[config.mk]
export PLATFORM = sky130hd
export DESIGN_NAME = if_fetch
export DESIGN_NICKNAME = d
export VERILOG_FILES = /design/src/rtl/if_fetch.sv
export SDC_FILE = /design/constraint.sdc
export NUM_CORES = 1
export LEC_CHECK = 0
export ABC_AREA = 1
export BUFFER_PORTS_ARGS = -buffer_cell sky130_fd_sc_hd__buf_2
export CAP_MARGIN = 25
export CORE_MARGIN = 2
export CORE_UTILIZATION = 54
export CTS_BUF_LIST = sky130_fd_sc_hd__clkbuf_4
export DETAILED_ROUTE_END_ITERATION = 16
export GPL_ROUTABILITY_DRIVEN = 0
export PLACE_DENSITY = 0.77
export SYNTH_ARGS = -nofsm -noshare
export SYNTH_HDL_FRONTEND = slang
export SYNTH_SLANG_ARGS = --single-unit
[constraint.sdc]
create_clock -name clk -period 4 [get_ports clk]
set_clock_uncertainty 0.05 [all_clocks]
set_input_delay 0.2 -clock clk [delete_from_list [all_inputs] [get_ports clk]]
set_output_delay 0.2 -clock clk [all_outputs]
set_load 0.01 [all_outputs]
[src/rtl/if_fetch.sv]
// Instruction-fetch stage: owns the fetch PC, keeps at most one request in flight to
// instruction memory, buffers returned words in a 2-entry FIFO and presents {pc, instr}
// to the IF/ID register. A redirect flushes the FIFO and squashes any in-flight return.
module if_fetch #(
  parameter logic [31:0] RESET_PC = 32'h0000_0000
) (
  input  logic        clk,
  input  logic        rst,
  input  logic        stall,
  input  logic        redirect,
  input  logic [31:0] redirect_pc,
  output logic        imem_req,
  output logic [31:0] imem_addr,
  input  logic        imem_ready,
  input  logic        imem_rvalid,
  input  logic [31:0] imem_rdata,
  output logic        valid_o,
  output logic [31:0] instr_o,
  output logic [31:0] pc_o
);

  // StWait keeps the returning word, StDrop throws it away (request predates a redirect).
  typedef enum logic [1:0] {StIdle, StWait, StDrop} state_e;

  state_e      state_q, state_d;
  logic [31:0] fetch_pc_q, fetch_pc_d;
  logic [31:0] req_pc_q, req_pc_d;
  logic [31:0] fifo_pc_q    [2];
  logic [31:0] fifo_instr_q [2];
  logic [1:0]  count_q, count_d;
  logic        wptr_q, wptr_d;
  logic        rptr_q, rptr_d;

  logic        pop, push, space, accept;
  logic [2:0]  count_nxt;

  assign valid_o = (count_q != 2'd0);
  assign instr_o = valid_o ? fifo_instr_q[rptr_q] : 32'h0;
  assign pc_o    = valid_o ? fifo_pc_q[rptr_q] : fetch_pc_q;

  assign pop  = valid_o & ~stall & ~redirect;
  assign push = imem_rvalid & (state_q == StWait) & ~redirect;

  // Occupancy after this cycle; a new request needs a free slot for its eventual return.
  assign count_nxt = {1'b0, count_q} + {2'b00, push} - {2'b00, pop};
  assign space     = (count_nxt < 3'd2);

  // Gated with reset so no request escapes while reset is held.
  assign imem_req  = rst & ~redirect & space &
                     ((state_q == StIdle) | ((state_q == StWait) & imem_rvalid));
  assign imem_addr = fetch_pc_q;
  assign accept    = imem_req & imem_ready;

  // Next-state for FSM, PCs, FIFO occupancy and pointers; redirect wins over everything.
  always_comb begin
    state_d    = state_q;
    fetch_pc_d = fetch_pc_q;
    req_pc_d   = req_pc_q;
    count_d    = count_q;
    wptr_d     = wptr_q;
    rptr_d     = rptr_q;
    if (redirect) begin
      count_d    = 2'd0;
      wptr_d     = 1'b0;
      rptr_d     = 1'b0;
      fetch_pc_d = redirect_pc;
      if (state_q == StWait) begin
        state_d = imem_rvalid ? StIdle : StDrop;
      end
    end else begin
      case (state_q)
        StIdle: begin
          if (accept) state_d = StWait;
        end
        StWait: begin
          if (accept)           state_d = StWait;
          else if (imem_rvalid) state_d = StIdle;
        end
        StDrop: begin
          if (imem_rvalid) state_d = StIdle;
        end
        default: state_d = StIdle;
      endcase
      if (accept) begin
        req_pc_d   = fetch_pc_q;
        fetch_pc_d = fetch_pc_q + 32'd4;
      end
      if (push) wptr_d = ~wptr_q;
      if (pop)  rptr_d = ~rptr_q;
      count_d = count_nxt[1:0];
    end
  end

  // State registers with asynchronous active-low reset.
  always_ff @(posedge clk or negedge rst) begin
    if (!rst) begin
      state_q    <= StIdle;
      fetch_pc_q <= RESET_PC;
      req_pc_q   <= 32'h0;
      count_q    <= 2'd0;
      wptr_q     <= 1'b0;
      rptr_q     <= 1'b0;
    end else begin
      state_q    <= state_d;
      fetch_pc_q <= fetch_pc_d;
      req_pc_q   <= req_pc_d;
      count_q    <= count_d;
      wptr_q     <= wptr_d;
      rptr_q     <= rptr_d;
    end
  end

  // FIFO storage; only written on a kept return.
  always_ff @(posedge clk or negedge rst) begin
    if (!rst) begin
      fifo_pc_q[0]    <= 32'h0;
      fifo_pc_q[1]    <= 32'h0;
      fifo_instr_q[0] <= 32'h0;
      fifo_instr_q[1] <= 32'h0;
    end else if (push) begin
      fifo_pc_q[wptr_q]    <= req_pc_q;
      fifo_instr_q[wptr_q] <= imem_rdata;
    end
  end

endmodule

Word level (Yosys, flattened, before mapping). Index checks and enable logic that the tools add are counted.

Magnitude comparators: 4. Add/sub/neg operators: 3. Mux-type cells: 26. Reduce and logical (&&, ||, !) cells: 8. Bitwise gates (word level): 15. Eq/ne operators: 4.

Operators by type and width (number): $mux 32 (11); $bwmux 64 (2); $add 32x3->32 const B (1); $demux 32 s1 (1); $mux 2 (7); $and 1x1->1 (8); $reduce_bool 2->1 (4); $pmux 2 s3 (1); $ge 2x2->1 const B (2); $mux 1 (4); $not 1->1 (4); $not 1->2 (2); $reduce_and 2->1 (2); $add 2x1->3 (1); $lt 3x2->1 const B (1); $ne 3x3->1 const B (1); $sub 3x1->3 (1); $eq 2x1->1 const B (1); $eq 2x2->1 const B (1); $logic_not 2->1 (1); $lt 2x1->1 const B (1); $ne 2x1->1 const B (1); $logic_and 1x1->1 (1); $or 1x1->1 (1).

Bits in registers: 198. Input bits: 70. Output and inout bits: 98. Word-level logic and storage cells: 70.

Logic depth before layout (Yosys ltp). Gate-level depths: netlist of the first run.

Word-level depth: 12. Mapped depth: 21. Gate-level depth less buffers: 18.

Least setup slack after synthesis of the first run. OpenSTA, ideal clock, no wires.

Path type: register to register. From: register count_q[1]. To: register fetch_pc_q[29] (netlist: imem_addr[29]). Period minus slack after synthesis: 2921 ps. Stages on the path, launching flop included: 20. Library setup time: 124 ps. Buffers on the path: 3. Data arrival time: 2747 ps. Path slack: 1079 ps. Path through: dfrtp_1 -> nor2_1 -> clkbuf_1 -> nor2_1 -> inv_1 -> nor2_1 -> ha_1 -> inv_1 -> ha_1 -> inv_1 -> fa_1 -> nand3_2 -> nor2_2 -> nand3_2 -> buf_6 -> buf_6 -> nand3_1 -> nand2_1 -> inv_1 -> nand3_1.

Longest elaborated chain between the ends: 9.

Ends and longest elaborated chain: from (decl) (RTL line 30) `logic [1:0] count_q, count_d;`; from (signal assigned) (RTL line 107) `count_q <= count_d;`; $reduce_bool 2->1 (RTL line 37) `assign valid_o = (count_q != 2'd0);`; $and 1x1->1 (2 in series) (RTL line 41) `assign pop = valid_o & ~stall & ~redirect;`; $sub 3x1->3 (*) (RTL line 45) `assign count_nxt = {1'b0, count_q} + {2'b00, push} - {2'b00, pop};`; $lt 3x2->1 (*) (RTL line 46) `assign space = (count_nxt < 3'd2);`; $and 1x1->1 (*) (2 in series) (RTL line 49) `assign imem_req = rst & ~redirect & space &`; $and 1x1->1 (*) (RTL line 52) `assign accept = imem_req & imem_ready;`; $reduce_bool 2->1 (no line) (*); to (signal assigned) (RTL line 105) `fetch_pc_q <= fetch_pc_d;`; to (decl) (RTL line 26) `logic [31:0] fetch_pc_q, fetch_pc_d;`.

Every way passes the cells marked *; elsewhere a longest branch is shown, timed or not. A chain may end at the register's enable or synchronous reset.

Worst setup path in the final report of the first run.
From: register state_q[1]. To: register fetch_pc_q[17] (netlist: imem_addr[17]).

Longest elaborated chain between the ends: 10.

Ends and longest elaborated chain: from (decl) (RTL line 25) `state_e state_q, state_d;`; from (signal assigned) (RTL line 97) `state_q <= StIdle;`; from (signal assigned) (RTL line 104) `state_q <= state_d;`; $eq 2x1->1 (RTL line 42, 50); $and 1x1->1 (RTL line 42, 50); $and 1x1->1 (RTL line 42) `assign push = imem_rvalid & (state_q == StWait) & ~redirect;`; $add 2x1->3 (RTL line 45); $sub 3x1->3 (RTL line 45); $lt 3x2->1 (RTL line 46); $and 1x1->1 (RTL line 49); $and 1x1->1 (*) (RTL line 49); $and 1x1->1 (*) (RTL line 52); $reduce_bool 2->1 (no line) (*).

Marks and branches as above.

==> results_dict.tcl, run 1 <==
set metrics [dict create \
    setup_violations 0 \
    fin_area_mm2 0.01155 \
    crit_path_end_kind "flip-flop" \
    syn_area_mm2 0.009593 \
    avgSynthCellArea_um2 7.812 \
    cts-buffers-inserted 17 \
    postCtsSetupBuffers 0 \
    antenna_found_initial 1 \
    final_cell_mix "nand2_1 (400), dfrtp_1 (197), buf_2 (166)" \
    cts_sinks 198 \
    htree_levels 4 \
    dp.final_hpwl_um 15410 \
    hold_buffers 68 \
    die_y_um 137.3 \
    total_power_mw 6.886 \
    ys.flop_type "dfrtp_1" \
    critPathMaxStageDelay_ns 0.63 \
    post-place-ws_ns 0.7098 \
    tightest_slew_ns 1.017 \
    pin_count 168 \
    final_nets 1496 \
    cts_tree "built" \
    clk_latency_ns 0.59 \
    fin_setup_tns_ns 0 \
    drt_first_iter_violations 676 \
    grt.overflow.total 0 \
    track_usage 0.2674 \
    drive_gt1_frac 0.1625 \
    n_fill_cell 1503 \
    layout_setup_ws_ns 0.6437 \
    ys_seq_elements 198 \
    slew-limit-headroom 0.3220 \
    ys.warnings.count 0 \
    synthToLayoutAreaGrowth_pct 20.41 \
    die_x_um 137.3 \
    min_period_over_period 0.8391 \
    crit_path_cell_trace "nor2_2 -> nand2_1 -> ha_1 -> inv_1 -> ha_1 -> inv_1 -> fa_1 -> inv_1 -> nand2_1 -> nand2_1 -> nor2_2 -> nand3_2 -> clkinv_1 -> nand3_1 -> nand3_1" \
    cp_slowest_cell "clkinv_1" \
    grt_first_pass_wirelength_um 39450 \
    cts_resized 0 \
    clk_pin_slew_ns 0.15 \
    routedWlPerCell_um 14.83 \
    grt_pass1_vias 7825 \
    leakagePower_nw 5.903 \
    drc_errors 0 \
    core_mm2 0.01736 \
    cp_num_buf_inv 4 \
    die-area_mm2 0.01885 \
    syn_nets 1302 \
    rsz0062_at_grt "false" \
    path_delay_family "simple AND/OR/NAND/NOR gates" \
    crit_fanout 27 \
    power_density_mw_per_mm2 596.1 \
    cp-start-kind "flip-flop" \
    place_inst 1559 \
    cts.path.max_buffers 2 \
    grt_max_degree 121 \
    drt-total-wl_um 24620 \
    rrSetupSlack_ns 0.64 \
    worstPathArrival_ns 3.77 \
    clock-root-buffer "clkbuf_4" \
    status "finished, final reports clean" \
    seq_area_frac_synth 0.5165 \
    num_vias 8756 \
    max-cap-violations 0 \
    antenna_left 0 \
    ys_types 31 \
    finalHoldViolations 0 \
    via_per_inst 5.275 \
    start_util 0.5527 \
    ys_async_sr_fraction 1.000 \
    portBuffers 167 \
    irDropWorstVdd_uv 366.4 \
    instances_no_fill 1660 \
    drt-pass1-iter-count 5 \
    max_freq_ghz 0.2979 \
    report.final.slew_viol_count 0 \
    synthCells 1228 \
    place_area_mm2 0.01052 \
    hold_path.class "in -> async" \
    crit_required_ns 4.41 \
    path_class "reg -> reg" \
    synth_edf_count 0 \
    rows 48 \
    fin_crit_ns 3.356 \
    layout_commonest_cell "nand2_1" \
]
[power by group]
part / total [mW] / internal, mW / switching, mW
Clock: 1.20 / 0.561 / 0.637
Combinational: 2.51 / 0.942 / 1.57
Sequential: 3.18 / 2.73 / 0.444
[per-stage QoR]
| step | utilization | hold WS [ns] |
|---|---|---|
| 4_1_cts | 0.6642 | 0.1220 |
| 3_3_place_gp | 0.6061 | 0.2298 |
| 5_1_grt | 0.6655 | 0.1560 |
| 6_report | 0.6655 | 0.1276 |
| 3_5_place_dp | 0.6061 | 0.2304 |
| 2_1_floorplan | - | -0.1456 |
[synth_stat cells (2+ instances only)]
cell type    n  area, µm²
a21oi_1     80      400.4
a21oi_2      2      17.52
a22oi_1     27      202.7
buf_1        6      22.52
buf_2       14      70.07
buf_6        6      67.56
clkbuf_1    44      165.2
dfrtp_1    198       4955
ha_1         3      37.54
inv_1      129      484.2
nand2_1    400       1501
nand2_2      2      12.51
nand3_1     45      225.2
nand3_2      2      20.02
nand4_1     12      75.07
nor2_1      54      202.7
nor2_2       9      56.30
nor2_4       4      45.04
nor3_1       2      10.01
o211ai_1     4      30.03
o21ai_0    158      790.8
o21ai_1     10      50.05
xor2_1       9      78.83
[kinds of logic after synthesis]
group,after synthesis,share of synthesized area
AND/OR/NAND/NOR,531,0.2256
AO/OA/AOI/OAI,282,0.1563
buffers and inverters,203,0.08647
flip-flops,198,0.5165
XOR/XNOR,10,0.009131
adder cells (fa/ha/maj),4,0.006000
[final timing paths]
path / end / start / cells past startpoint
worst max register to register: imem_addr[17] / state_q[1] / 15
worst min register to register: fifo_instr_q[12] / fifo_instr_q[12] / 2
min in group clk: req_pc_q[1] / imem_ready / 4
worst max-delay path: imem_addr[17] / state_q[1] / 15
max in group asynchronous: fifo_pc_q[59] / rst / 3
worst min-delay path: imem_addr[6] / rst / 2
[state kept, by name, summed over array words and instances (netlist names)]
name,flops
state_q,2
fifo_pc_q,64
wptr_q,1
req_pc_q,32
count_q,2
imem_addr,32
fifo_instr_q,64
rptr_q,1
[layout make-up]
class | count | area (µm²) | area share
repair buffers | 246 | 1645 | 0.1424
inverters | 132 | 496.7 | 0.04300
clock buffers | 19 | 142.6 | 0.01235
multi-input cells | 827 | 3841 | 0.3325
diodes | 1 | 2.502 | 0.0002166
flip-flops and latches | 198 | 4956 | 0.4291
well taps | 225 | 281.5 | 0.02437
clock inverters | 12 | 185.2 | 0.01603
[layer usage]
metal | up-vias | GRT usage | wire length [µm]
met4 | 0 | 0.07789 | 394
met2 | 318 | 0.4107 | 11140
li1 | 4307 | - | -
met1 | 4099 | 0.3864 | 11300
met5 | - | 0 | 0
met3 | 32 | 0.05372 | 1775
Power figures use the tool's default switching activity.
==> inputs of run 2 (changes only) <==
Settings changed: CORE_UTILIZATION 54 to 53, PLACE_DENSITY 0.77 to 0.79.
Clock period 4 ns to 2.9 ns, I/O delays scaled along.
==> results_dict.tcl, run 2 (synthesis gave the netlist of run 1 again) <==
set metrics [dict create \
    min-delay-start "imem_ready" \
    worstSetupStartpoint "count_q[1]" \
    final_nets 1518 \
    drt-total-wl_um 25990 \
    leakagePower_nw 6.057 \
    slew-limit-headroom 0.3254 \
    cts_sinks 198 \
    final_cell_mix "nand2_1 (393), dfrtp_1 (197), buf_2 (166)" \
    setup_violations 35 \
    fin_setup_tns_ns -2.222 \
    rsz0062_at_grt "true" \
    crit_path_end_kind "flip-flop" \
    n_fill_cell 1467 \
    drt-pass1-iter-count 6 \
    antenna_left 0 \
    place_area_mm2 0.01063 \
    r2r-start "count_q[1]" \
    cp-start-kind "flip-flop" \
    power_density_mw_per_mm2 795.6 \
    finalHoldViolations 0 \
    grt_pass1_vias 8245 \
    cts.path.max_buffers 2 \
    cts-buffers-inserted 17 \
    p_sw_frac 0.4047 \
    top_regs "fifo_instr_q: 64 flops, fifo_pc_q: 64 flops" \
    num_vias 8997 \
    pin_count 168 \
    regArea_mm2 0.004956 \
    clkPwrFrac 0.144 \
    clk_pin_slew_ns 0.16 \
    crit_fanout 17 \
    start_util 0.5377 \
    cts_tree "built" \
    htree_levels 4 \
    min_period_over_period 1.043 \
    status "complete, but fails checks" \
    clock-root-buffer "clkbuf_4" \
    layout_setup_ws_ns -0.1244 \
    die_x_um 138.5 \
    multi_input_area_mm2 0.003951 \
    report.final.slew_viol_count 0 \
    crit_required_ns 3.33 \
    seq_power_share 0.467 \
    drc_errors 0 \
    drive_gt1_frac 0.1915 \
    fin_area_mm2 0.01191 \
    antenna_found_initial 2 \
    track_usage 0.2597 \
    portBuffers 167 \
    comb_power_share 0.389 \
    routedWlPerCell_um 15.41 \
    layout_commonest_cell "nand2_1" \
    drt_first_iter_violations 837 \
    die_y_um 138.5 \
    synthToLayoutAreaGrowth_pct 24.19 \
    irDropWorstVdd_uv 478.0 \
    grt.overflow.total 0 \
    grt_first_pass_wirelength_um 40870 \
    rows 49 \
    clk_latency_ns 0.58 \
    core_mm2 0.01784 \
    p_int_mw 5.643 \
    grt_max_degree 178 \
    tightest_slew_ns 1.012 \
    dp.final_hpwl_um 15780 \
    whs_ns 0.08182 \
    fin_crit_ns 3.024 \
    max-cap-violations 0 \
    p_sw_mw 3.836 \
    via_per_inst 5.333 \
    die-area_mm2 0.01919 \
    hold_path.class "in -> reg" \
    worstPathArrival_ns 3.46 \
    max_freq_ghz 0.3306 \
    path_class "reg -> reg" \
    failed_checks "setup timing" \
]
[run 2: repair_timing]
item / CTS / global route
resized for setup: 0 / 46
pin swaps: 1 / 5
setup buffers: 1 / 4
endpoints found under the setup margin: 1 / 70
cloned: 0 / 8
hold buffers: 69 / 0
hold endpoints to repair: 298 / 0
[run 2: final timing paths]
check | to | slack [ns] | cells after the start
max | imem_addr[17] | -0.12 | 21
min in group asynchronous | fifo_pc_q[49] | 0.26 | 3
max reg2reg | imem_addr[17] | -0.12 | 21
min | req_pc_q[30] | 0.08 | 5
max in group asynchronous | fifo_instr_q[63] | 1.82 | 3
min reg2reg | fifo_pc_q[63] | 0.45 | 2
[run 2: critical path, stage by stage (launching register included)]
cell        delay (ns)
dfrtp_1           0.45
nor2_4            0.12
nor2_1            0.04
inv_1             0.08
nor2_1            0.05
ha_1              0.26
inv_1             0.05
ha_1              0.12
inv_1             0.04
fa_1              0.39
inv_1             0.07
nand2_1           0.05
nand2_1           0.11
nor2_4            0.05
buf_4             0.12
buf_4             0.13
nand3_4           0.09
buf_12            0.17
clkinvlp_4        0.12
buf_12            0.16
nand3_1           0.11
nand3_1           0.08
[run 2: cell type report]
| type | count | share of cell area |
|---|---|---|
| multi-input cells | 827 | 0.3317 |
| clock inverters | 13 | 0.009137 |
| clock buffers | 19 | 0.01197 |
| diodes | 1 | 0.0002100 |
| flip-flops and latches | 198 | 0.4160 |
| inverters | 132 | 0.04201 |
| repair buffers | 268 | 0.1650 |
| well taps | 229 | 0.02405 |
[run 2: metrics by stage]
stage / power [mW] / setup slack [ns] / instances / utilization
final: 9.479 / -0.1244 / 1687 / 0.6678
after global routing: 10.19 / -0.2906 / 1687 / 0.6678
after CTS: 9.292 / -0.08042 / 1673 / 0.6491
after detailed placement: 7.867 / 0.1078 / 1571 / 0.5958
after global placement: 7.701 / 0.1665 / 1570 / 0.5943
after floorplan: 6.585 / 0.06031 / 1228 / -
[run 2: per-layer routing]
| metal | global-route usage | vias up | part of all wire |
|---|---|---|---|
| met3 | 0.04282 | 33 | 0.068 |
| li1 | - | 4360 | - |
| met5 | 0 | - | 0.00027 |
| met4 | 0.06821 | 2 | 0.015 |
| met2 | 0.4109 | 367 | 0.47 |
| met1 | 0.3773 | 4235 | 0.44 |
[run 2: power groups by stage]
stage	registers (mW)	clock network, mW	logic (mW)
after CTS	4.40	1.40	3.50
after global placement	4.41	0	3.29
after detailed placement	4.46	0	3.41
final	4.43	1.36	3.69
after floorplan	4.31	0	2.27
after global routing	4.55	1.50	4.15
==> inputs of run 3 (changes only) <==
Settings changed: ABC_AREA 1 to unset, CORE_UTILIZATION 53 to 52, PLACE_DENSITY 0.79 to 0.78.
==> results_dict.tcl, run 3 <==
set metrics [dict create \
    status "complete, but fails checks" \
    failed_checks "setup timing" \
    power_density_mw_per_mm2 528.4 \
    top_regs "fifo_instr_q: 64 flops, fifo_pc_q: 64 flops" \
    slew-limit-headroom 0.2913 \
    synthToLayoutAreaGrowth_pct 40.98 \
    rows 49 \
    fin_area_mm2 0.01317 \
    final_cell_mix "dfrtp_1 (197), buf_2 (165), nand2_1 (112)" \
    cts.path.max_buffers 2 \
    ys_async_sr_fraction 1.000 \
    ys.warnings.count 0 \
    final_core_util 0.7408 \
    antenna_left 0 \
    irDropWorstVdd_uv 288.5 \
    seq_area_frac_synth 0.5303 \
    setup_violations 67 \
    path_class "reg -> reg" \
    yosysMostFrequentCell "dfrtp_1" \
    cts-buffers-inserted 17 \
    syn_area_mm2 0.009343 \
    pin_count 168 \
    drt_first_iter_violations 789 \
    clk_pin_slew_ns 0.17 \
    min_period_over_period 1.091 \
    dp.final_hpwl_um 14630 \
    hold_path.class "in -> async" \
    synthCells 847 \
    syn_nets 921 \
    track_usage 0.2587 \
    report.final.slew_viol_count 0 \
    worstSetupStartpoint "count_q[0]" \
    leakagePower_nw 6.288 \
    synth_area_leaders "dfrtp_1 (53%), mux2_2 (16%), mux2i_1 (7.1%)" \
    final_nets 1211 \
    instances_no_fill 1380 \
    synth_common_cells "dfrtp_1 (198), nand2_1 (152), mux2_2 (130)" \
    drt-total-wl_um 29280 \
    clk_latency_ns 0.60 \
    avgSynthCellArea_um2 11.03 \
    routedWlPerCell_um 21.22 \
    htree_levels 4 \
    path_delay_family "simple AND/OR/NAND/NOR gates" \
    crit_fanout 6 \
    rsz0062_at_grt "true" \
    synth_edf_count 0 \
    cp-start-kind "flip-flop" \
    n_fill_cell 1039 \
    clock-root-buffer "clkbuf_4" \
    cp_common_cell "ha_4" \
    core_mm2 0.01778 \
    crit_required_ns 3.35 \
    ys_seq_elements 198 \
    cp_slowest_cell "dfrtp_1" \
    crit_path_cell_trace "nor2_4 -> nor3_4 -> ha_4 -> inv_4 -> ha_4 -> inv_2 -> fa_1 -> and4bb_2 -> and4b_2 -> buf_4 -> buf_6 -> buf_16 -> o211ai_4 -> o41ai_4 -> a221o_1" \
    num_vias 8197 \
    finalHoldViolations 0 \
    drt-pass1-iter-count 6 \
    start_util 0.5255 \
    place_inst 1228 \
    die-area_mm2 0.01906 \
    drive_gt1_frac 0.4591 \
    grt_first_pass_wirelength_um 39910 \
    crit_path_end_kind "flip-flop" \
    die_x_um 138.0 \
    layout_setup_ws_ns -0.2643 \
    grt.overflow.total 0 \
    r2r-start "count_q[0]" \
    grt_pass1_vias 7851 \
    cp_num_buf_inv 5 \
    die_y_um 138.0 \
    synth_area_leader_cell "dfrtp_1" \
    max_freq_ghz 0.3160 \
    fin_crit_ns 3.164 \
    whs_ns 0.03390 \
    place_area_mm2 0.01066 \
    drc_errors 0 \
    cts_sinks 198 \
    max-cap-violations 0 \
    grt_max_degree 100 \
    critPathMaxStageDelay_ns 0.45 \
    portBuffers 167 \
    layout_commonest_cell "dfrtp_1" \
    worstPathArrival_ns 3.62 \
    tightest_slew_ns 1.053 \
    synth.top_cell.area_share 0.5303 \
    fin_setup_tns_ns -9.031 \
    antenna_found_initial 1 \
    cts_tree "built" \
    ys.flop_type "dfrtp_1" \
    via_per_inst 5.940 \
    ys_types 46 \
]
run 3: cell types whose count changed after synthesis, moves of 11 or more:
cell,change
mux2i_1,+66
nand2_1,-248
a21oi_1,-74
clkbuf_1,-11
o21ai_0,-93
a22oi_1,-26
nand3_1,-22
inv_1,-120
mux2_2,+130
run 3: path summary, 6_finish.rpt:
path                                      end  slack (ns)  depth (start not counted)
worst min-delay path            fifo_pc_q[48]        0.03                          3
worst min register to register   req_pc_q[28]        0.47                          2
worst max register to register  imem_addr[21]       -0.26                         15
max in group asynchronous       fifo_pc_q[31]        1.83                          3
worst max-delay path            imem_addr[21]       -0.26                         15
min in group clk                   count_q[1]        0.13                          4
run 3: layout make-up:
class	instances	area, µm²	area share
Sequential cell	198	4959	0.3765
Multi-Input combinational cell	585	4842	0.3676
Timing Repair Buffer	326	2744	0.2083
Tap cell	229	286.5	0.02175
Clock inverter	15	173.9	0.01320
Clock buffer	17	127.6	0.009689
Inverter	9	36.28	0.002755
Antenna cell	1	2.502	0.0001900
run 3: worst reg2reg max path, delay by kind of cell (launching register included):
family / cells / cell delay (ns)
buffers and inverters: 5 / 0.49
AO/OA/AOI/OAI: 3 / 0.44
adder cells (fa/ha/maj): 3 / 0.80
AND/OR/NAND/NOR: 4 / 0.84
flip-flops: 1 / 0.45
run 3: kinds of logic after synthesis:
| family | share of synthesized area |
|---|---|
| simple gates | 0.1359 |
| flops | 0.5303 |
| mux | 0.2274 |
| compound gates | 0.07098 |
| buf+inv | 0.02826 |
| fa+ha+maj | 0.006161 |
| xor+xnor | 0.0009376 |
run 3: layer usage:
layer | global-route usage | part of all wire
met1 | 0.3469 | 0.40
met2 | 0.4211 | 0.49
met3 | 0.04295 | 0.067
met4 | 0.1106 | 0.042
met5 | 0 | 0
run 3: power by group:
| group | switching, mW | internal (mW) |
|---|---|---|
| Sequential | 0.463 | 3.24 |
| Combinational | 0.775 | 0.887 |
| Clock | 0.995 | 0.603 |
| Total | 2.23 | 4.73 |
run 3: per-stage QoR:
step,power (mW),setup WS [ns]
floorplan,4.362,-0.1481
global placement,4.814,-0.07528
detailed placement,4.885,-0.1746
CTS,6.588,-0.2085
global route,7.276,-0.3765
finish,6.960,-0.2643
run 3: repair_timing:
action / in CTS / in global routing
gates resized for setup: 66 / 177
cloned: 3 / 10
pin swaps: 16 / 67
hold buffers: 72 / 0
hold endpoints to repair: 161 / 0
setup endpoints to repair: 28 / 129
setup buffers: 21 / 25
